--- src/rtl/booth_mult_ctrl.sv ---
// booth_mult_ctrl: sequential radix-2 Booth controller for signed WIDTHxWIDTH
// multiplication. Holds the A/Q/Q_1 working registers and borrows the shared
// external (WIDTH+1)-bit adder, once to form -M and then once per iteration.
//
// Optional build macro BOOTH_SKIP_EN: when defined, iterations whose Booth pair
// is 00 or 11 shift inside the EVAL cycle instead of spending a SHIFT cycle,
// so latency becomes 10 + (number of add/subtract iterations).
// Without it every operation takes a fixed 18 cycles from start to done.
module booth_mult_ctrl #(
   parameter int WIDTH = 8
) (
   input  logic                 clk,
   input  logic                 rst_n,
   input  logic                 start,
   input  logic [WIDTH-1:0]     multiplicand,
   input  logic [WIDTH-1:0]     multiplier,
   output logic                 busy,
   output logic                 done,
   output logic [2*WIDTH-1:0]   product,
   output logic [WIDTH:0]       add_a,
   output logic [WIDTH:0]       add_b,
   input  logic [WIDTH+1:0]     add_sum
);

   localparam int CW = (WIDTH > 1) ? $clog2(WIDTH) : 1;

   typedef enum logic [2:0] {
      IDLE,
      NEG,
      EVAL,
      SHIFT,
      DONE
   } state_t;

   state_t             state;
   state_t             next_state;

   logic [WIDTH:0]     a;
   logic [WIDTH-1:0]   q;
   logic               q_1;
   logic [WIDTH:0]     m;
   logic [WIDTH:0]     negm;
   logic [CW-1:0]      count;
   logic [2*WIDTH-1:0] product_r;
   logic               last_iter;
   logic               sum_unused;

   // The adder's top bit only mirrors bit WIDTH; it carries no extra information.
   assign sum_unused = add_sum[WIDTH+1];

   assign last_iter = (count == CW'(WIDTH - 1));
   assign busy      = (state != IDLE);
   assign done      = (state == DONE);

   // During the done cycle the freshly finished result is shown directly so the
   // requester sees a valid product alongside the done pulse; afterwards the
   // registered copy holds it until the next accepted start.
   assign product   = (state == DONE) ? {a[WIDTH-1:0], q} : product_r;

   // State register.
   always_ff @(posedge clk or negedge rst_n) begin
      if (!rst_n) begin
         state <= IDLE;
      end else begin
         state <= next_state;
      end
   end

   // Next-state selection and adder operand steering.
   always_comb begin
      next_state = state;
      add_a      = '0;
      add_b      = '0;
      case (state)
         IDLE: begin
            if (start) begin
               next_state = NEG;
            end
         end
         NEG: begin
            add_a      = ~m;
            add_b      = {{WIDTH{1'b0}}, 1'b1};
            next_state = EVAL;
         end
         EVAL: begin
            add_a = a;
            case ({q[0], q_1})
               2'b01:   add_b = m;
               2'b10:   add_b = negm;
               default: add_b = '0;
            endcase
`ifdef BOOTH_SKIP_EN
            if (q[0] == q_1) begin
               next_state = last_iter ? DONE : EVAL;
            end else begin
               next_state = SHIFT;
            end
`else
            next_state = SHIFT;
`endif
         end
         SHIFT: begin
            next_state = last_iter ? DONE : EVAL;
         end
         DONE: begin
            next_state = IDLE;
         end
         default: begin
            next_state = IDLE;
         end
      endcase
   end

   // Operand capture, -M formation, Booth add/subtract and arithmetic shift.
   always_ff @(posedge clk or negedge rst_n) begin
      if (!rst_n) begin
         a         <= '0;
         q         <= '0;
         q_1       <= 1'b0;
         m         <= '0;
         negm      <= '0;
         count     <= '0;
         product_r <= '0;
      end else begin
         case (state)
            IDLE: begin
               if (start) begin
                  m     <= {multiplicand[WIDTH-1], multiplicand};
                  q     <= multiplier;
                  a     <= '0;
                  q_1   <= 1'b0;
                  count <= '0;
               end
            end
            NEG: begin
               negm <= add_sum[WIDTH:0];
            end
            EVAL: begin
               if (q[0] != q_1) begin
                  a <= add_sum[WIDTH:0];
               end
`ifdef BOOTH_SKIP_EN
               else begin
                  {a, q, q_1} <= {a[WIDTH], a, q};
                  count       <= count + 1'b1;
               end
`endif
            end
            SHIFT: begin
               {a, q, q_1} <= {a[WIDTH], a, q};
               count       <= count + 1'b1;
            end
            DONE: begin
               product_r <= {a[WIDTH-1:0], q};
            end
            default: begin
            end
         endcase
      end
   end

endmodule

--- config.mk ---
export PLATFORM = sky130hd
export DESIGN_NAME = booth_mult_ctrl
export DESIGN_NICKNAME = d
export VERILOG_FILES = /design/src/rtl/booth_mult_ctrl.sv
export SDC_FILE = /design/constraint.sdc
export NUM_CORES = 1
export LEC_CHECK = 0
export ABC_AREA = 0
export BUFFER_PORTS_ARGS = -buffer_cell sky130_fd_sc_hd__buf_2
export CAP_MARGIN = 25
export CORE_MARGIN = 2
export CORE_UTILIZATION = 40
export DETAILED_ROUTE_END_ITERATION = 8
export GPL_TIMING_DRIVEN = 0
export PLACE_DENSITY = 0.65
export SLEW_MARGIN = 20
export SYNTH_ARGS = -nofsm -noshare
export SYNTH_HDL_FRONTEND = slang
export SYNTH_SLANG_ARGS = --single-unit
--- constraint.sdc ---
create_clock -name clk -period 2.1 [get_ports clk]
set_clock_uncertainty 0.05 [all_clocks]
set_input_delay 0.105 -clock clk [delete_from_list [all_inputs] [get_ports clk]]
set_output_delay 0.105 -clock clk [all_outputs]
set_load 0.005 [all_outputs]
; ---- After elaboration in Yosys (flattened, before gate mapping)
; Index checks and enable logic that the tools add are counted.
[totals]
register_bits = 57
in_bits = 29
output_inout_bits = 36
wordCells = 47
[op_classes]
add_sub_neg = 1
n_eq_ne = 10
n_mux = 16
n_bitwise = 2
n_reduce_logical = 9
[ops]
columns = cell, count
row1 = one-hot mux 9 bit (2 select lines), 3
row2 = one-hot mux 9 bit (3 select lines), 1
row3 = 2-to-1 mux 9 bit, 2
row4 = 2-to-1 mux 16 bit, 1
row5 = one-hot mux 8 bit (2 select lines), 1
row6 = one-hot mux 3 bit (4 select lines), 1
row7 = 2-to-1 mux 3 bit, 3
row8 = inverter 9 bit, 1
row9 = 2-to-1 mux 8 bit, 1
row10 = == test 3 x 2 -> 1 bit (second input constant), 2
row11 = == test 3 bit (second input constant), 2
row12 = one-hot mux 3 bit (2 select lines), 1
row13 = nonzero test 3 bit, 2
row14 = inequality test 2 bit (second input constant), 2
row15 = AND reduction 2 bit, 2
row16 = AND reduction 4 bit, 1
row17 = nonzero test 2 bit, 2
row18 = adder 3 x 1 -> 3 bit (second input constant), 1
row19 = == test 3 x 1 -> 1 bit (second input constant), 1
row20 = logical NOT 3 bit, 1
row21 = AND reduction 3 bit, 1
row22 = == test 2 x 1 -> 1 bit (second input constant), 1
row23 = == test 2 bit (second input constant), 1
row24 = one-hot mux 1 bit (2 select lines), 1
row25 = other kinds (3), 3

; ---- Longest topological paths before layout
; Gate-level depths: netlist of run 1.
[depth]
depth_word = 3
mapped_depth = 6
mapped_depth_nobuf = 5

; ---- Least setup slack after synthesis of run 1
; OpenSTA, ideal clock, no wires.
[synth_path]
kind = reg-to-reg
from = register q[0]
to = register a[0]
setup_ns = 0.125
t_arrival_ns = 1.603
t_required_ns = 1.925
slack_ns = 0.322
stages_incl_launch_ff = 5
n_path_buf = 0
synth_period_minus_slack_ns = 1.778
path_cell_list = dfrtp_1 -> inv_1 -> ha_1 -> a221oi_4 -> mux2_4
[synth_between]
elab_chain_len = 3
[synth_rtl]
columns = element, line
row1 = "start, declared", 39  ; logic [WIDTH-1:0] q;
row2 = "start signal, assigned", 129  ; q <= multiplier;
row3 = "start signal, assigned", 150  ; {a, q, q_1} <= {a[WIDTH], a, q};
row4 = inequality test 1 bit, 139  ; if (q[0] != q_1) begin
row5 = inequality test 2 bit (no line), --
row6 = AND reduction 3 bit (no line), --
row7 = "end signal, assigned", 140  ; a <= add_sum[WIDTH:0];
row8 = "end signal, assigned", 150
row9 = "end, declared", 38  ; logic [WIDTH:0] a;
; Every way passes these cells.
; A chain may end at the register's enable or synchronous reset.

; ---- Worst setup path after layout of run 1
[layout_path]
from = register q[0]
to = output add_b[7]
[layout_between]
elab_chain_len = 3
elab_cells_between_ends = 4
cone_classes = eq/ne (2) / mux (2)
[layout_rtl]
columns = element, line
row1 = == test 2 bit or == test 2 x 1 -> 1 bit (tied branches), 87  ; case ({q[0], q_1})
row2 = one-hot mux 9 bit (2 select lines) (*), 87
row3 = one-hot mux 9 bit (2 select lines) (*), 74  ; case (state)
row4 = "end, declared", 21  ; output logic [WIDTH:0] add_b,
; Every way passes the cells marked *; elsewhere a longest branch is shown, timed or not.

==> results of run 1 <==
==> cell usage in the layout, fill, tap and decap left out, types with 3 or more instances in the layout <==
cell | synthesis | final
a22o_1 | 11 | 11
nor2_1 | 8 | 8
ha_1 | 4 | 3
mux2_2 | 28 | 28
dfrtp_1 | 57 | 57
buf_2 | 6 | 65
nand2_1 | 21 | 21
a22oi_1 | 7 | 7
o21ai_0 | 10 | 10
dlygate4sd3_1 | 0 | 21
o21ai_1 | 10 | 9
mux2i_1 | 8 | 8
clkbuf_1 | 1 | 3
buf_4 | 3 | 6
buf_6 | 2 | 5
mux2_1 | 6 | 6
clkbuf_8 | 0 | 10
mux2_4 | 8 | 8
==> critical path: stages, from the launching register on <==
cell	delay, ns
dfrtp_1	0.40
inv_2	0.08
ha_4	0.21
or4b_4	0.48
buf_6	0.16
a21oi_1	0.14
buf_2	0.14
==> kinds of logic (layout without fill, tap and decap cells) <==
family / Yosys count / after routing / synth area share
flops: 57 / 57 / 0.5310
mux: 50 / 50 / 0.2170
compound gates: 43 / 43 / 0.1113
simple gates: 41 / 41 / 0.08198
buf+inv: 19 / 121 / 0.04005
fa+ha+maj: 4 / 4 / 0.01863
==> flip-flops by register name (all words and copies together) (netlist names) <==
name	count
a	9
count	3
m	8
negm	9
product_r	16
q	8
q_1	1
state	3
==> timing repair <==
action / 4_1_cts / 5_1_grt
setup endpoints to repair: 27 / 25
hold endpoints to repair: 78 / 0
pin swaps: 2 / 0
gates resized for setup: 7 / 4
buffers inserted: 3 / 0
hold buffers: 21 / 0
==> worst paths after layout <==
| kind | startpoint | endpoint | slack [ns] | cells past startpoint |
|---|---|---|---|---|
| worst max-delay path | q[0] | add_b[7] | 0.02 | 6 |
| worst min-delay path | multiplier[2] | q[2] | 0.02 | 3 |
| worst max register to register | q[0] | a[3] | 0.31 | 4 |
| worst min register to register | product_r[11] | product_r[11] | 0.43 | 1 |
| max in group asynchronous | rst_n | q_1 | 1.17 | 2 |
| min in group asynchronous | rst_n | a[6] | 0.34 | 2 |
==> per-layer routing <==
metal,share of wire,vias to the layer above,GRT usage
met5,0,-,0
met4,0.0043,0,0.03896
met3,0.055,2,0.05197
met2,0.48,66,0.2861
met1,0.46,1006,0.2396
li1,-,959,-
==> metrics by stage <==
step | power [mW] | setup TNS [ns] | utilization | instance area [sq um] | hold WS (ns)
6_report | 4.636 | 0 | 0.5513 | 3541 | 0.01695
5_1_grt | 4.979 | -0.2721 | 0.5513 | 3541 | 0.004742
4_1_cts | 4.654 | 0 | 0.5492 | 3527 | 0.001043
3_5_place_dp | 3.658 | 0 | 0.4828 | 3100 | 0.1566
3_3_place_gp | 3.610 | 0 | 0.4824 | 3098 | 0.2875
2_1_floorplan | 3.098 | 0 | - | 2686 | -0.2406
==> power groups by stage <==
stage / Sequential [mW] / Combinational (mW) / Clock, mW
floorplan: 1.72 / 1.38 / 0
global placement: 1.82 / 1.79 / 0
detailed placement: 1.84 / 1.82 / 0
CTS: 1.82 / 1.94 / 0.886
global route: 1.87 / 2.17 / 0.938
finish: 1.82 / 1.95 / 0.857
==> area by class of cell <==
| cell class | instances | area [sq um] | share of cell area |
|---|---|---|---|
| Tap cell | 77 | 96.34 | 0.02721 |
| Inverter | 5 | 21.27 | 0.006007 |
| Clock inverter | 3 | 17.52 | 0.004947 |
| Sequential cell | 57 | 1426 | 0.4028 |
| Multi-Input combinational cell | 138 | 1179 | 0.3329 |
| Clock buffer | 12 | 145.1 | 0.04099 |
| Timing Repair Buffer | 87 | 554.3 | 0.1565 |
| Buffer | 14 | 101.3 | 0.02862 |
==> Yosys cell counts, drive strengths merged <==
cell and count:
nor3 2, a22o 11, mux2i 8, nand2 21, nor2 8, mux2 42
or4b 1, and3 1, dfrtp 57, a31oi 1, ha 4, nand3 1
o211ai 1, a221oi 1, nand2b 1, nor3b 1, buf 13, clkbuf 1
a21oi 2, and2 1, a22oi 7, inv 5, or3 1, o21ai 20
nor2b 1, and3b 1, nor4b 1
==> impl_results.md, run 1 <==
* Gate power share at 0.421
* CTS tree: built
* Sw Ratio at 0.3500
* Port Buffers at 63
* Die ar. at 7387 sq um
* Syn_nets at 247
* Routed WL at 6.233 mm
* Pwr dens at ~1300 nW/um^2
* Global Route Usage Sum at 0.1780
* Syn Area/Cell at 12.55 sq um
* CTS Root Cell: clkbuf_8
* Internal at 3.013 mW
* Largest cells by area after synthesis: dfrtp_1 (53%), mux2_2 (12%), mux2_4 (4.5%), a22o_1 (3.6%), mux2i_1 (3.0%)
* Hold WC Path Type: in2reg
* Period utilisation layout at 0.9885
* Clock Power Share at 0.185
* Cell area after synthesis at roughly 2700 sq um
* WL/cell at approximately 16 um
* Final Hold Fails at 0
* Post-Place Setup Slack at about 0.14 ns
* Fillcell total at roughly 550
* # IOs at between 60 and 70
* Final worst slack at 0.02416 ns
* Max VDD drop at 0.5225 mV
* Crit path DAT at 1.92 ns
* Worst slew pin tran at 0.7288 ns
* Clock sink count at between 50 and 60
* First-pass GRT wire length at 9.998 mm
* 1st-pass router iterations at 4
* Yosys Warn Count at 0
* Die Ht at 85.95 um
* Critical Path RT at 1.95 ns
* Sequential share of power at 0.394
* Switch Pwr at 1.623 mW
* Critical path startpoint category: register
* Starting Density at 0.4183
* Worst setup EP type: output pin
* Total number of vias at 2,033
* RSZ-0062 raised after global routing: yes
* DP Wirelength at 4.062 mm
* Antenna diode count at 0
* Share of layout cells above drive strength 1 at 0.4335
* Register area share after synthesis at 0.5310
* Final Wtd Congestion at 0.8022
* Placed insts at 354
* CTS H-tree depth at 3
* DIE WIDTH at 85.95 um
* Flops & latches, synth at 57
* Vias in the first global route at 1,975
* CTS clk-pin slew, worst paths at 0.06 ns
* Setup CP Type: reg2out
* Nets at roughly 350
* Slew HR at 0.5141
* CTS buffer count at 9
* Vias per cell at 5.173
* Cell count after synthesis at 214
* CTS max path bufs at 2
* Fmax at 0.4817 GHz
* Core ar. at 6422 sq um
* Crit path max fanout at 10
* Minimum clock period at 2.076 ns
* Post-route ant nets at 0
* Initial antenna violation count at 0
* Synth top area share at 0.5310
* LEAKAGE at roughly 1.7 nW
* Cell Rows at 29
* MaxCap Viol Count at 0
* Leading area contributor after synthesis: dfrtp_1
* 1st-iter DRT viols at 79
* Netlist cell types at 36
* Status: finished, final reports clean
* Largest net degree at the start of global routing at 58
* Area delta synth->final at 31.81%
* # DRC at 0
* GRT overflow at 0
* Final Max Tran Viols at 0
* Worst-Skew Late Latency at 0.33 ns
* Final setup vio count at 0
* Fin cells at roughly 390
No activity file was read; power rests on OpenSTA's default activity.
==> run 2: changes to the inputs <==
==> constraint.sdc (replaced) <==
create_clock -name clk -period 2.1 [get_ports clk]
set_clock_uncertainty 0.05 [all_clocks]
set_input_delay 0.105 -clock clk [delete_from_list [all_inputs] [get_ports clk]]
set_output_delay 0.105 -clock clk [all_outputs]
set_load 0.05 [all_outputs]
==> impl_results.md, run 2 (same netlist as run 1, synthesis figures left out) <==
* Hold WC Path Type: in2reg
* Share of layout cells above drive strength 1 at 0.4753
* First-pass GRT wire length at ~10 mm
* Post-Place Setup Slack at 0.005312 ns
* Cell Rows at 29
* Starting Density at 0.4183
* DP Area at 3100 sq um
* Critical Path RT at 1.95 ns
* Clock sink count at between 50 and 60
* DP Wirelength at 4.062 mm
* GRT overflow at 0
* LEAKAGE at 1.798 nW
* Final setup vio count at 5
* Most common cell after layout, fill and taps aside: dfrtp_1
* Total number of vias at around 2,100
* CP Cell Sequence: inv_2 -> ha_4 -> or4b_4 -> buf_6 -> a21oi_2 -> buf_6
* RSZ-0062 raised after global routing: yes
* Largest net degree at the start of global routing at 58
* Max VDD drop at around 0.55 mV
* Fmax at about 0.47 GHz
* Final Hold Fails at 0
* Final worst slack at -0.02647 ns
* Vias in the first global route at 2,061
* Global Route Usage Sum at 0.1862
* Nets at 353
* CTS buffer count at 9
* DIE WIDTH at around 86 um
* Most flops, register: product_r
* Die Ht at 85.95 um
* Hold path startpoint: multiplier[2]
* Post-route cell area at 3749 sq um
* CTS max path bufs at 2
* Slew HR at 0.5198
* Pwr dens at 1451 nW/um^2
* 1st-iter DRT viols at 96
* Worst slew pin tran at 0.7203 ns
* Final Wtd Congestion at 0.8022
* Crit path DAT at 1.97 ns
* Largest stage delay, worst path at 0.51 ns
* Port Buffers at 63
* Commonest cells after routing, fill and taps aside: dfrtp_1 (57), buf_2 (52), mux2_2 (28), nand2_1 (21), dlygate4sd3_1 (21)
* WL/cell at about 16 um
* Post-route ant nets at 0
* MaxCap Viol Count at 0
* Largest register FFs at 16
* Period utilisation layout at 1.013
* CP max stage cell: or4b_4
* Area delta synth->final at 39.54%
* Minimum clock period at 2.126 ns
* Routed WL at between 6 and 7 mm
* Crit path max fanout at 5
* # DRC at 0
* R2R Path Start: q[0]
* Failing checks: negative setup slack
* Worst-Skew Late Latency at 0.32 ns
* Core ar. at 6422 sq um
* Most used cell along the critical path: buf_6
* Worst setup EP type: output pin
* CTS tree: built
* # IOs at 65
* Vias per cell at between 5 and 6
* Setup CP Type: reg2out
* Largest registers: product_r x16, a x9, negm x9
* Status: complete, but fails checks
* Fillcell total at between 500 and 600
* Critical Path Source: q[0]
* Die ar. at around 7400 sq um
* CTS H-tree depth at 3
* Final Max Tran Viols at 0
* CTS Root Cell: clkbuf_8
* Critical path startpoint category: register
* Initial antenna violation count at 0
* CTS clk-pin slew, worst paths at 0.06 ns
* Antenna diode count at 0
* 1st-pass router iterations at 4
run 2: cell types whose count changed in the layout (fill, tap and decap cells not counted), moves of 2 or more:
cell	delta
buf_8	+3
nor2_4	+4
buf_2	-13
nor2_1	-6
buf_6	+8
nor2_2	+2
buf_4	+11
a21oi_1	-2
run 2: through the flow:
stage           TNS, ns  hold slack (ns)  total power, mW  utilization  cells
2_1_floorplan    -1.258          -0.2406            3.661            -    214
3_3_place_gp   -0.01903           0.2875            4.177       0.4824    354
3_5_place_dp          0           0.1566            4.225       0.4828    354
4_1_cts         -0.1725         0.001043            5.422       0.5739    397
5_1_grt          -1.036         0.007366            5.788       0.5837    401
6_report        -0.1077          0.01694            5.441       0.5837    401
run 2: power breakdown:
part           switching [mW]  leakage [nW]  internal [mW]
registers               0.310         0.731           1.51
logic                    1.59         0.985           1.17
clock network           0.403        0.0822          0.450
run 2: layout make-up:
type / count / area [sq um] / area share
Sequential cell: 57 / 1426 / 0.3805
Inverter: 5 / 21.27 / 0.005674
Timing Repair Buffer: 95 / 695.7 / 0.1856
Clock inverter: 3 / 17.52 / 0.004673
Tap cell: 77 / 96.34 / 0.02570
Clock buffer: 12 / 145.1 / 0.03872
Multi-Input combinational cell: 138 / 1241 / 0.3311
Buffer: 14 / 105.1 / 0.02804
run 2: critical path, delay by kind of cell (launching register included):
family | cells | cell delay, ns
buf+inv | 3 | 0.42
flops | 1 | 0.40
fa+ha+maj | 1 | 0.20
simple gates | 1 | 0.51
compound gates | 1 | 0.12
run 2: repair_timing:
item                                    CTS  global route
hold endpoints to repair                 78             0
pin swaps                                 3             0
endpoints found under the setup margin   35            26
gates resized for setup                  44            17
setup buffers                             6             3
hold buffers                             21             0
gates cloned                              1             1
run 2: routing by layer:
metal,up-vias,track usage,part of all wire
li1,983,-,-
met1,1033,0.2481,0.44
met2,59,0.3044,0.50
met3,2,0.05197,0.054
met4,0,0.03896,0.0041
met5,-,0,0
run 2: worst paths after layout:
check | to | slack [ns] | cells past startpoint
worst max-delay path | add_b[7] | -0.03 | 6
worst min-delay path | q[2] | 0.02 | 3
worst max register to register | a[4] | 0.18 | 5
worst min register to register | product_r[9] | 0.44 | 1
max in group asynchronous | q_1 | 1.19 | 2
min in group asynchronous | m[6] | 0.33 | 2
==> run 3: changes to the inputs <==
Settings changed: CORE_UTILIZATION 40 to 53, PLACE_DENSITY 0.65 to 0.81.
==> impl_results.md, run 3 (same netlist as run 1, synthesis figures left out) <==
* Placed insts at approximately 340
* Die ar. at 5654 sq um
* Worst Hold End: q[6]
* Final Wtd Congestion at 0.9323
* Hold path cells at 3
* CP delay by family, top: simple AND/OR/NAND/NOR gates
* RSZ-0062 raised after global routing: yes
* LEAKAGE at approximately 1.8 nW
* Final Hold Fails at 0
* Hold path startpoint: multiplier[6]
* WL/cell at approximately 17 um
* # IOs at 65
* Nets at 349
* Clock sink count at 57
* First-pass GRT wire length at 10.15 mm
* Global Route Usage Sum at 0.2465
* Critical path startpoint category: register
* 1st-iter DRT viols at slightly below 100
* Fmax at approximately 0.46 GHz
* Port Buffers at 63
* R2R Path Start: q[0]
* Largest register FFs at 16
* Vias in the first global route at 2,078
* Max VDD drop at 0.7556 mV
* DP Wirelength at between 4 and 5 mm
* Hold WC Path Type: in2reg
* Crit path max fanout at 5
* 1st-pass router iterations at 4
* Die Ht at 75.20 um
* Worst-Skew Late Latency at about 0.33 ns
* Setup TNS at -0.3352 ns
* Largest registers: product_r x16, a x9, negm x9
* Area delta synth->final at 38.75%
* CTS tree: built
* DIE WIDTH at 75.20 um
* Starting Density at 0.5577
* FF-to-FF path depth at 5
* Final Max Tran Viols at 0
* Status: complete, but fails checks
* Commonest cells after routing, fill and taps aside: dfrtp_1 (57), buf_2 (48), mux2_2 (29), buf_6 (21), nand2_1 (21)
* Core ar. at 4817 sq um
* R2R Path End: a[7]
* Most common cell after layout, fill and taps aside: dfrtp_1
* # DRC at 0
* Total number of vias at ~2,100
* Final worst slack at -0.07225 ns
* WP buf/inv at 3
* Period utilisation layout at 1.034
* CP Cell Sequence: inv_2 -> ha_4 -> or4b_4 -> buf_8 -> o21ai_4 -> buf_6
* Vias per cell at 5.528
* Minimum clock period at 2.172 ns
* Pwr dens at 1479 nW/um^2
* Final setup vio count at 9
* Routed WL at ~6.7 mm
* Met2 WL post-DR at 3.258 mm
* Setup CP Type: reg2out
* Slew HR at 0.5313
* Met1 WL at 2.803 mm
* Antenna diode count at 0
* Fin cells at 388
* FF-to-FF setup slack at about 0.18 ns
* Critical Path RT at 1.95 ns
* MaxCap Viol Count at 0
* Post-Place Setup Slack at 0.002358 ns
* Post-route ant nets at 0
* Initial antenna violation count at 0
* Cell Rows at 25
* Largest stage delay, worst path at 0.51 ns
* CP max stage cell: or4b_4
* GRT overflow at 0
* CTS buffer count at 9
* CTS max path bufs at 2
* Worst setup EP type: output pin
* CTS H-tree depth at 3
* Worst slew pin tran at 0.7030 ns
* CTS clk-pin slew, worst paths at 0.06 ns
* CTS Root Cell: clkbuf_8
* Share of layout cells above drive strength 1 at 0.4766
* Max Used Layer: met4
* Most flops, register: product_r
* Crit path DAT at 2.02 ns
* Failing checks: negative setup slack
* Largest net degree at the start of global routing at 58
* Met3 routed WL at 340 um
-- run 3: worst max-delay path by stage --
stage / depth (start not counted) / slack [ns] / endpoint / startpoint
2_1_floorplan: 5 / -0.21 / add_b[7] / q[0]
3_3_place_gp: 6 / -0.006 / add_b[0] / q[0]
3_5_place_dp: 6 / 0.002 / add_b[0] / q[0]
4_1_cts: 6 / -0.07 / add_b[0] / q[0]
5_1_grt: 6 / -0.11 / add_b[0] / q[0]
6_report: 6 / -0.07 / add_b[0] / q[0]
-- run 3: per-stage QoR --
stage / hold slack (ns) / power (mW) / utilization / cell area [sq um]
after detailed placement: 0.1487 / 4.208 / 0.6410 / 3088
after global routing: 0.01691 / 5.772 / 0.7738 / 3727
final: 0.01285 / 5.512 / 0.7738 / 3727
after floorplan: -0.2406 / 3.661 / - / 2686
after global placement: 0.2882 / 4.130 / 0.6405 / 3085
after CTS: 0.0007458 / 5.306 / 0.7538 / 3631
-- run 3: final cells by class --
class / count / area, sq um
Sequential cell: 57 / 1426
Multi-Input combinational cell: 138 / 1229
Fill cell: 292 / 1090
Timing Repair Buffer: 91 / 684.4
Clock buffer: 13 / 158.9
Buffer: 14 / 108.9
Tap cell: 67 / 83.83
Inverter: 5 / 21.27
Clock inverter: 3 / 15.01
-- run 3: worst register-to-register path, cell delays in order (launching register included) --
cell	delay, ns
dfrtp_1	0.40
inv_2	0.08
ha_4	0.21
buf_4	0.14
a221oi_4	0.58
mux2_4	0.36
-- run 3: metal layers --
metal | GRT usage | up-vias
met3 | 0.04150 | 32
met2 | 0.3850 | 87
met4 | 0.1326 | 0
met1 | 0.3310 | 1060
met5 | 0 | -
li1 | - | 966
-- run 3: timing repair --
action / in CTS / in global routing
endpoints found under the hold margin: 76 / 0
endpoints found under the setup margin: 34 / 21
hold buffers: 20 / 0
resized for setup: 40 / 28
pin swaps: 2 / 0
cloned: 1 / 1
setup buffers: 4 / 2
-- run 3: power breakdown --
group          switching, mW  internal [mW]
combinational           1.60           1.17
clock                  0.408          0.487
sequential             0.332           1.51
